===== src/rtl/ser_pkg.sv =====
// Shared definitions for the 1-bit serial link (serializer and deserializer).
// The bit-count "mod" encoding lives here so both ends agree on it.
package ser_pkg;

  localparam int SER_DATA_W = 16;
  localparam int SER_MOD_W  = 5;

  typedef enum logic {
    IDLE = 1'b0,
    RECV = 1'b1
  } ser_rx_state_t;

  // A full word (SER_DATA_W bits) is encoded as 0; shorter counts pass through.
  function automatic logic [SER_MOD_W-1:0] mod_encode(input logic [SER_MOD_W-1:0] count);
    return {1'b0, count[SER_MOD_W-2:0]};
  endfunction

endpackage


===== src/rtl/ser_deserializer.sv =====
// Receive side of the 1-bit serial link: rebuilds MSB-first frames into a
// left-aligned word plus bit count, with one data_val_o strobe per frame.
module ser_deserializer
  import ser_pkg::*;
#(
  parameter int DATA_W = SER_DATA_W,
  parameter int MOD_W  = SER_MOD_W
) (
  input  logic              clk_i,
  input  logic              rst_i,
  input  logic              ser_data_i,
  input  logic              ser_busy_i,
  output logic [DATA_W-1:0] data_o,
  output logic [MOD_W-1:0]  data_mod_o,
  output logic              data_val_o,
  output logic              err_o,
  output logic              busy_o
);

  // Handshake: no backpressure. data_o/data_mod_o/err_o are valid only in the
  // single cycle data_val_o is high; the consumer must take them then.
  localparam logic [MOD_W-1:0]  FULL_CNT = MOD_W'(DATA_W);
  localparam logic [DATA_W-1:0] ZERO_W   = '0;

  ser_rx_state_t     state_q, state_d;
  logic [DATA_W-1:0] shift_q, shift_d;
  logic [MOD_W-1:0]  cnt_q,   cnt_d;
  logic              ovf_q,   ovf_d;
  logic [DATA_W-1:0] data_q,  data_d;
  logic [MOD_W-1:0]  mod_q,   mod_d;
  logic              err_q,   err_d;
  logic              val_q,   val_d;
  logic [DATA_W-1:0] bit_at_msb;

  assign bit_at_msb = {ser_data_i, ZERO_W[DATA_W-2:0]};

  always_comb begin
    state_d = state_q;
    shift_d = shift_q;
    cnt_d   = cnt_q;
    ovf_d   = ovf_q;
    data_d  = data_q;
    mod_d   = mod_q;
    err_d   = err_q;
    val_d   = 1'b0;
    unique case (state_q)
      IDLE: begin
        if (ser_busy_i) begin
          shift_d = bit_at_msb;
          cnt_d   = MOD_W'(1);
          ovf_d   = 1'b0;
          state_d = RECV;
        end
      end
      RECV: begin
        if (ser_busy_i) begin
          // Shifting the MSB-placed bit right by the count lands it at DATA_W-1-cnt.
          if (cnt_q < FULL_CNT) begin
            shift_d = shift_q | (bit_at_msb >> cnt_q);
            cnt_d   = cnt_q + MOD_W'(1);
          end else begin
            ovf_d = 1'b1;
          end
        end else begin
          data_d  = shift_q;
          mod_d   = mod_encode(cnt_q);
          err_d   = ovf_q;
          val_d   = 1'b1;
          state_d = IDLE;
        end
      end
      default: state_d = IDLE;
    endcase
  end

  always_ff @(posedge clk_i) begin
    if (rst_i) begin
      state_q <= IDLE;
      shift_q <= '0;
      cnt_q   <= '0;
      ovf_q   <= 1'b0;
      data_q  <= '0;
      mod_q   <= '0;
      err_q   <= 1'b0;
      val_q   <= 1'b0;
    end else begin
      state_q <= state_d;
      shift_q <= shift_d;
      cnt_q   <= cnt_d;
      ovf_q   <= ovf_d;
      data_q  <= data_d;
      mod_q   <= mod_d;
      err_q   <= err_d;
      val_q   <= val_d;
    end
  end

  // busy_o is the registered FSM state and doubles as its debug view.
  assign busy_o     = (state_q == RECV);
  assign data_o     = data_q;
  assign data_mod_o = mod_q;
  assign err_o      = err_q;
  assign data_val_o = val_q;

endmodule


===== config.mk =====
export PLATFORM = sky130hd
export DESIGN_NAME = ser_deserializer
export DESIGN_NICKNAME = d
export VERILOG_FILES = /design/src/rtl/ser_pkg.sv /design/src/rtl/ser_deserializer.sv
export SDC_FILE = /design/constraint.sdc
export NUM_CORES = 1
export LEC_CHECK = 0
export ABC_AREA = 1
export CORE_AREA = 4 4 60 62
export DETAILED_ROUTE_END_ITERATION = 6
export DIE_AREA = 0 0 64 66
export PLACE_DENSITY = 0.85
export SETUP_SLACK_MARGIN = 0.05
export SLEW_MARGIN = 20
export SYNTH_ARGS = -nofsm -noshare
export SYNTH_HDL_FRONTEND = slang
export SYNTH_SLANG_ARGS = --single-unit
export TNS_END_PERCENT = 1

===== constraint.sdc =====
create_clock -name clk_i -period 1.7 [get_ports clk_i]
set_input_delay 0.255 -clock clk_i [delete_from_list [all_inputs] [get_ports clk_i]]
set_output_delay 0.255 -clock clk_i [all_outputs]
set_load 0.01 [all_outputs]

Word level (Yosys, flattened, before mapping) --
Index checks and enable logic that the tools add are counted.
Storage, ports and cells: bits in registers 45, ROM bits 0, bits of input ports 4, logic and storage cells 36, memories kept 0, RAM bits 0, latch bits 0
Cells by class: reductions and logical operators 4, divide/modulo/power cells 0, order comparisons 1, bitwise logic cells 3, $add $sub $neg 1, mux-type cells 14, eq/ne operators 4, multiply operators 0, shift operators 1
Operator list (count):
- 2-to-1 mux 16 bit | 3
- one-hot mux 16 bit (2 select lines) | 1
- bitwise OR 16 bit | 1
- >> shifter 16 x 5 -> 16 bit | 1
- 2-to-1 mux 5 bit | 3
- one-hot mux 5 bit (2 select lines) | 1
- != test 2 bit, second input constant | 3
- AND reduction 3 bit | 2
- adder 5 x 1 -> 5 bit, second input constant | 1
- < comparator 5 bit, second input constant | 1
- 2-to-1 mux 1 bit | 5
- != test 2 x 1 -> 1 bit, second input constant | 1
- NOT 1 bit | 2
- one-hot mux 1 bit (2 select lines) | 1
- AND reduction 2 bit | 1
- OR reduction 2 bit | 1

Longest topological paths before layout --
Gate-level depths: netlist (run 1).
depth after elaboration 5, gate-level depth with buffers 7, depth with buffers taken out 6

Least setup slack after synthesis (run 1) --
No wires, ideal clock.
path kind register to register, from register state_q (netlist: busy_o), to register mod_q[0] (netlist: data_mod_o[0]), slack 0.615 ns, data required time 1.572 ns, buffers on the path 1, cell stages (with the launch flop) 5, clock period less this slack 1.085 ns, arrival time 0.957 ns, cells stage by stage dfxtp_1 -> inv_1 -> nor2_2 -> clkbuf_1 -> a21oi_1
On the way: word-level cells in the longest chain between the ends 1
Ends and longest elaborated chain:
- start, declared | RTL line ser_deserializer.sv:25 | ser_rx_state_t state_q, state_d;
- start signal, assigned | RTL line ser_deserializer.sv:87 | state_q <= state_d;
- AND reduction 2 bit (no source line)
- end signal, assigned | RTL line ser_deserializer.sv:92 | mod_q <= mod_d;
- end, declared | RTL line ser_deserializer.sv:30 | logic [MOD_W-1:0] mod_q, mod_d;
No other way between the ends. A chain may end at the register's enable or synchronous reset.

Worst setup path in the final report (run 1) --
from register mod_q[3] (netlist: data_mod_o[3]), to output port data_mod_o[3]
RTL lines:
- end, declared | RTL line ser_deserializer.sv:14 | output logic [MOD_W-1:0] data_mod_o,
No word-level cell between the ends.

==> results of run 1 <==
## power breakdown
group          leakage (nW)  internal, mW  switching (mW)
sequential            0.366          1.09          0.0192
combinational         0.310        0.0814          0.0938
clock                0.0424         0.313           0.337
## through the flow
| stage | cells | hold slack (ns) | setup WS (ns) | util |
|---|---|---|---|---|
| final | 271 | 0.4621 | 0.1801 | 0.6649 |
| after global routing | 271 | 0.4751 | 0.09457 | 0.6649 |
| after CTS | 271 | 0.4644 | 0.1552 | 0.6649 |
| after detailed placement | 263 | 0.4465 | 0.1039 | 0.6384 |
| after global placement | 263 | 0.4443 | 0.1609 | 0.6384 |
| after floorplan | 199 | 0.3241 | 0.6149 | - |
## per-layer routing
layer  up-vias  GRT usage  wire length, um
li1        697          -                -
met1       604     0.2120             1387
met2        34     0.2877             1484
met3        11    0.05612              145
met4         0    0.08895               88
met5         -          0                0
## state kept, by name, indices dropped and copies added (netlist names)
name        cells
data_o         16
busy_o          1
shift_q        16
data_val_o      1
err_o           1
ovf_q           1
data_mod_o      4
cnt_q           5
## cell usage after synthesis
master / count / area (sq um)
buf_2: 4 / 20.02
nor2_2: 1 / 6.260
buf_6: 1 / 11.26
inv_1: 24 / 90.09
nand3_1: 6 / 30.03
dfxtp_1: 45 / 900.9
o21ai_1: 3 / 15.01
nand2_2: 2 / 12.51
nand4_1: 1 / 6.260
nor2_4: 3 / 33.78
nor3_1: 4 / 20.02
o21ai_0: 19 / 95.09
a21oi_1: 41 / 205.2
inv_2: 2 / 7.510
nor2_1: 15 / 56.30
ha_1: 1 / 12.51
xor2_1: 1 / 8.760
clkbuf_1: 3 / 11.26
conb_1: 1 / 3.750
nand2_1: 21 / 78.83
buf_4: 1 / 7.510
## layout make-up
| class | count | area [sq um] | share of cell area |
|---|---|---|---|
| Clock buffer | 6 | 41.29 | 0.02051 |
| Inverter | 26 | 97.59 | 0.04848 |
| Timing Repair Buffer | 29 | 295.3 | 0.1467 |
| Tap cell | 44 | 55.05 | 0.02735 |
| Multi-Input combinational cell | 119 | 584.3 | 0.2902 |
| Sequential cell | 45 | 900.9 | 0.4475 |
| Clock inverter | 2 | 38.79 | 0.01927 |
## cells by family after synthesis
family | Yosys count
other cells | 1
xor+xnor | 1
fa+ha+maj | 1
compound gates | 63
flops | 45
simple gates | 53
buf+inv | 35
## path summary, 6_finish.rpt
check / cells after the start / slack (ns) / from / to
min: 2 / 0.46 / shift_q[1] / data_o[1]
max reg2reg: 4 / 0.44 / cnt_q[2] / shift_q[10]
min reg2reg: 2 / 0.46 / shift_q[1] / data_o[1]
max: 1 / 0.18 / data_mod_o[3] / data_mod_o[3]
==> flow_summary_export.csv, run 1 <==
group,metric,value,unit
sta,clock.fmax,657.9,MHz
sta,min_period,1.520,ns
logic_synthesis,synth_top_family_by_area,"compound AO/OA/AOI/OAI gates",
cells_and_area,drive_above_1_share,0.07930,
logic_synthesis,synth-seq-cells,45,
drt,drtAntennaViolNets,0,
clock_tree,numCtsBuffers,5,
die,coreArea,3028,sq um
drt,vias_per_cell,4.967,
drt,routed_wl,3106,um
run_status,status,"finished clean",
clock_tree,clkSlewWorstSetupHoldPaths,0.14,ns
place,io_buffers,26,
clock_tree,clock_path_buffers,2,
worst_setup_path,crit_fanout,2,
place,place_congestion,0.8859,
pwr,p_per_area,959.7,nW/um^2
logic_synthesis,synth-simple-area-share,0.1494,
die,pin_count,28,
clock_tree,cts_tree,"built",
clock_tree,postCtsHoldBufs,0,
sta,post-route-period-util,0.8941,
logic_synthesis,ys_seq_area_frac,0.5517,
sta,setup_viol,0,
global_route,grtUsageTotal,0.1779,
cells_and_area,fin_area,2013,sq um
logic_synthesis,synthMuxAreaShare,0,
global_route,overflow,0,
cells_and_area,antenna_cells,0,
hold_path,min_path_type,"flip-flop to flip-flop",
worst_setup_path,slowest_stage,"clkdlybuf4s50_1",
worst_setup_path,end_kind,"output port",
die,die-area,4224,sq um
global_route,grt_max_degree,42,
clock_tree,cts-root-buf,"clkbuf_4",
cells_and_area,fillCellCount,257,
sta,hold_violations,0,
global_route,grt_pass1_wl,5782,um
clock_tree,cts_resized,0,
place,detailed_place_hpwl,2228,um
worst_setup_path,path_class,"flip-flop to output port",
worst_setup_path,slowest_delay,0.54,ns
sta,finClkSkew,0.01900,ns
worst_setup_path,start_kind,"flip-flop",
logic_synthesis,synthDistinctLibCells,21,
clock_tree,cts.htree.levels,2,
worst_setup_path,critPathTopFamily,"buffers and inverters",
logic_synthesis,synthAdderAreaFrac,0.007663,
logic_synthesis,synth_compound_area_frac,0.1931,
cells_and_area,area_growth,23.29,%
sta,slew_viol_final,0,
clock_tree,clock_latency,0.37,ns
clock_tree,clock_sinks,45,
logic_synthesis,syn_area,1633,sq um
worst_setup_path,path_cells,"clkdlybuf4s50_1",
pwr,power,1.932,mW
drt,drc,0,
logic_synthesis,syn-num-nets,204,
logic_synthesis,yosys_warnings,0,
run,cap_violations,0,
cells_and_area,layout_common_cells,"45 x dfxtp_1, 41 x a21oi_1, 26 x clkdlybuf4s50_1, 24 x inv_1, 21 x nand2_1",
die,die-width,64,um
pwr,power.leakage,0.7180,nW
global_route,grt_pass1_vias,1314,
drt,num_vias,1346,
cells_and_area,nNetsFinal,231,
drt,detail_route.iter0.violations,47,
die,rows,20,
die,dieHeight,66,um
logic_synthesis,syn_area_per_cell,8.205,sq um
drt,dr.pass1.iters,4,
global_route,antenna_found_initial,0,
die,start_util,0.5393,
drt,routedWlPerCell,11.46,um
logic_synthesis,syn_inst,199,
worst_setup_path,worstPathRequired,1.44,ns
sta,setup_tns,0,ns
sta,grt_setup_unrepaired,"no",
pwr,worst_ir_drop_vdd,703.0,uV
place,placed_area,1933,sq um
worst_setup_path,crit_arrival,1.26,ns
worst_setup_path,worst-path-buf-inv,1,
logic_synthesis,synth_xor_area_frac,0.005364,
cells_and_area,final_common_cell,"dfxtp_1",
clock_tree,post_cts_buffers,0,
Note: power is estimated with default switching activity, not from simulation.
==> inputs of run 2 (changes only) <==
Clock period 1.7 ns to 1.8 ns, I/O delays scaled along.
==> run 2 against run 1 <==
Setup slack better by 0.089 ns. Sequential cell count unchanged. First-iteration DRC count grew 36%. Wire length down 2.3%. Non-clock buffer count did not move. Sequential power shrank 6%. Register-to-register slack improved by 0.06 ns. Combinational power is 6% lower.
==> flow_summary_export.csv, run 2 (same netlist as run 1, synthesis figures left out) <==
group,metric,value,unit
clock_tree,clkSlewWorstSetupHoldPaths,0.13,ns
drt,routed_wl,3036,um
clock_tree,cts-root-buf,"clkbuf_4",
sta,clock.fmax,653.3,MHz
worst_setup_path,critPathTopFamily,"buffers and inverters",
drt,num_vias,1339,
pwr,pwr-share-comb,0.084,
sta,setup_viol,0,
cells_and_area,drive_above_1_share,0.08370,
clock_tree,cts_resized,0,
clock_tree,post_cts_buffers,0,
hold_path,min_path_type,"flip-flop to flip-flop",
cells_and_area,fin_area,2039,sq um
cells_and_area,layout_common_cells,"45 x dfxtp_1, 41 x a21oi_1, 26 x clkdlybuf4s50_1, 24 x inv_1, 21 x nand2_1",
cells_and_area,final_common_cell,"dfxtp_1",
hold_path,holdPathStages,2,
die,rows,20,
cells_and_area,nNetsFinal,231,
worst_setup_path,slowest_stage,"clkdlybuf4s50_1",
sta,grt_setup_unrepaired,"no",
drt,detail_route.iter0.violations,64,
worst_setup_path,path_class,"flip-flop to output port",
worst_setup_path,path_cells,"clkdlybuf4s50_1",
pwr,power.leakage,0.7319,nW
worst_setup_path,r2r_cells,4,
clock_tree,clock_path_buffers,2,
global_route,grt_pass1_wl,5313,um
drt,drtAntennaViolNets,0,
global_route,grt_max_degree,30,
die,die-width,64,um
sta,slew_viol_final,0,
drt,dr.pass1.iters,5,
worst_setup_path,r2r_end,"shift_q[10]",
place,place_congestion,0.8900,
pwr,switching_power,0.4258,mW
clock_tree,cts_tree,"built",
worst_setup_path,worst-path-buf-inv,1,
hold_path,worstHoldEndpoint,"data_o[9]",
run,cap_violations,0,
run_status,status,"finished clean",
worst_setup_path,crit_arrival,1.26,ns
drt,vias_per_cell,4.941,
pwr,p_int,1.540,mW
sta,setup_tns,0,ns
worst_setup_path,end_kind,"output port",
worst_setup_path,r2r_slack,0.50,ns
die,pin_count,28,
worst_setup_path,slowest_delay,0.54,ns
cells_and_area,fillCellCount,256,
die,die-area,4224,sq um
pwr,seq_power_share,0.531,
sta,post-route-period-util,0.8504,
sta,min_period,1.531,ns
pwr,p_per_area,963.9,nW/um^2
pwr,worst_ir_drop_vdd,655.8,uV
cells_and_area,antenna_cells,0,
clock_tree,postCtsHoldBufs,0,
die,start_util,0.5393,
clock_tree,clock_latency,0.35,ns
cells_and_area,area_growth,24.90,%
die,dieHeight,66,um
die,coreArea,3028,sq um
worst_setup_path,worstPathRequired,1.53,ns
worst_setup_path,crit_fanout,3,
clock_tree,clock_sinks,45,
drt,drc,0,
drt,routedWlPerCell,11.20,um
sta,finClkSkew,0.005887,ns
place,io_buffers,26,
pwr,switching_share,0.2166,
hold_path,worstHoldStart,"shift_q[9]",
worst_setup_path,cp.depth,1,
global_route,overflow,0,
worst_setup_path,start_kind,"flip-flop",
worst_setup_path,reg2reg_from,"cnt_q[2]",
global_route,grt_pass1_vias,1294,
place,placed_area,1933,sq um
clock_tree,numCtsBuffers,5,
clock_tree,cts.htree.levels,2,
place,detailed_place_hpwl,2185,um
global_route,grtUsageTotal,0.1605,
pwr,clockPowerShare,0.385,
sta,timing.hold.ws,0.4591,ns
global_route,antenna_found_initial,0,
sta,hold_violations,0,
[run 2: worst min-delay path, delay by kind of cell, from the launching register on]
family | cells | cell delay (ns)
DFF | 1 | 0.32
buffers and inverters | 1 | 0.06
AOI/OAI and AO/OA | 1 | 0.05
[run 2: worst max-delay path by stage]
stage,to,slack [ns],start
after floorplan,data_mod_o[0],0.71,busy_o
after global placement,ovf_q,0.25,ser_busy_i
after detailed placement,shift_q[0],0.21,ser_busy_i
after CTS,busy_o,0.25,busy_o
after global routing,data_o[11],0.20,data_o[11]
final,busy_o,0.27,busy_o
[run 2: layer usage]
layer,track usage,vias up,part of all wire
met4,0.06469,0,0.011
met3,0.05102,4,0.053
li1,-,696,-
met1,0.1998,598,0.48
met5,0,-,0
met2,0.2568,41,0.46
[run 2: metrics by stage]
step	setup slack [ns]	utilization	total power [mW]	cells
floorplan	0.7149	-	1.155	199
global placement	0.2512	0.6384	1.229	263
detailed placement	0.2124	0.6384	1.232	263
CTS	0.2494	0.6736	1.977	271
global route	0.2038	0.6736	2.053	271
finish	0.2692	0.6736	1.966	271
[run 2: cell type report]
type	count	area [sq um]	share of cell area
clock buffer	5	37.54	0.01840
clock inverter	3	68.82	0.03374
inverter	26	97.59	0.04785
multi-input combinational	119	584.3	0.2865
sequential	45	900.9	0.4417
tap	44	55.05	0.02699
timing repair buffer	29	295.3	0.1448
[run 2: power by group through the flow]
stage	combinational, mW	clock, mW	sequential (mW)
5_1_grt	0.183	0.819	1.05
6_report	0.165	0.756	1.04
3_3_place_gp	0.163	0	1.07
2_1_floorplan	0.0789	0	1.08
4_1_cts	0.166	0.766	1.04
3_5_place_dp	0.165	0	1.07
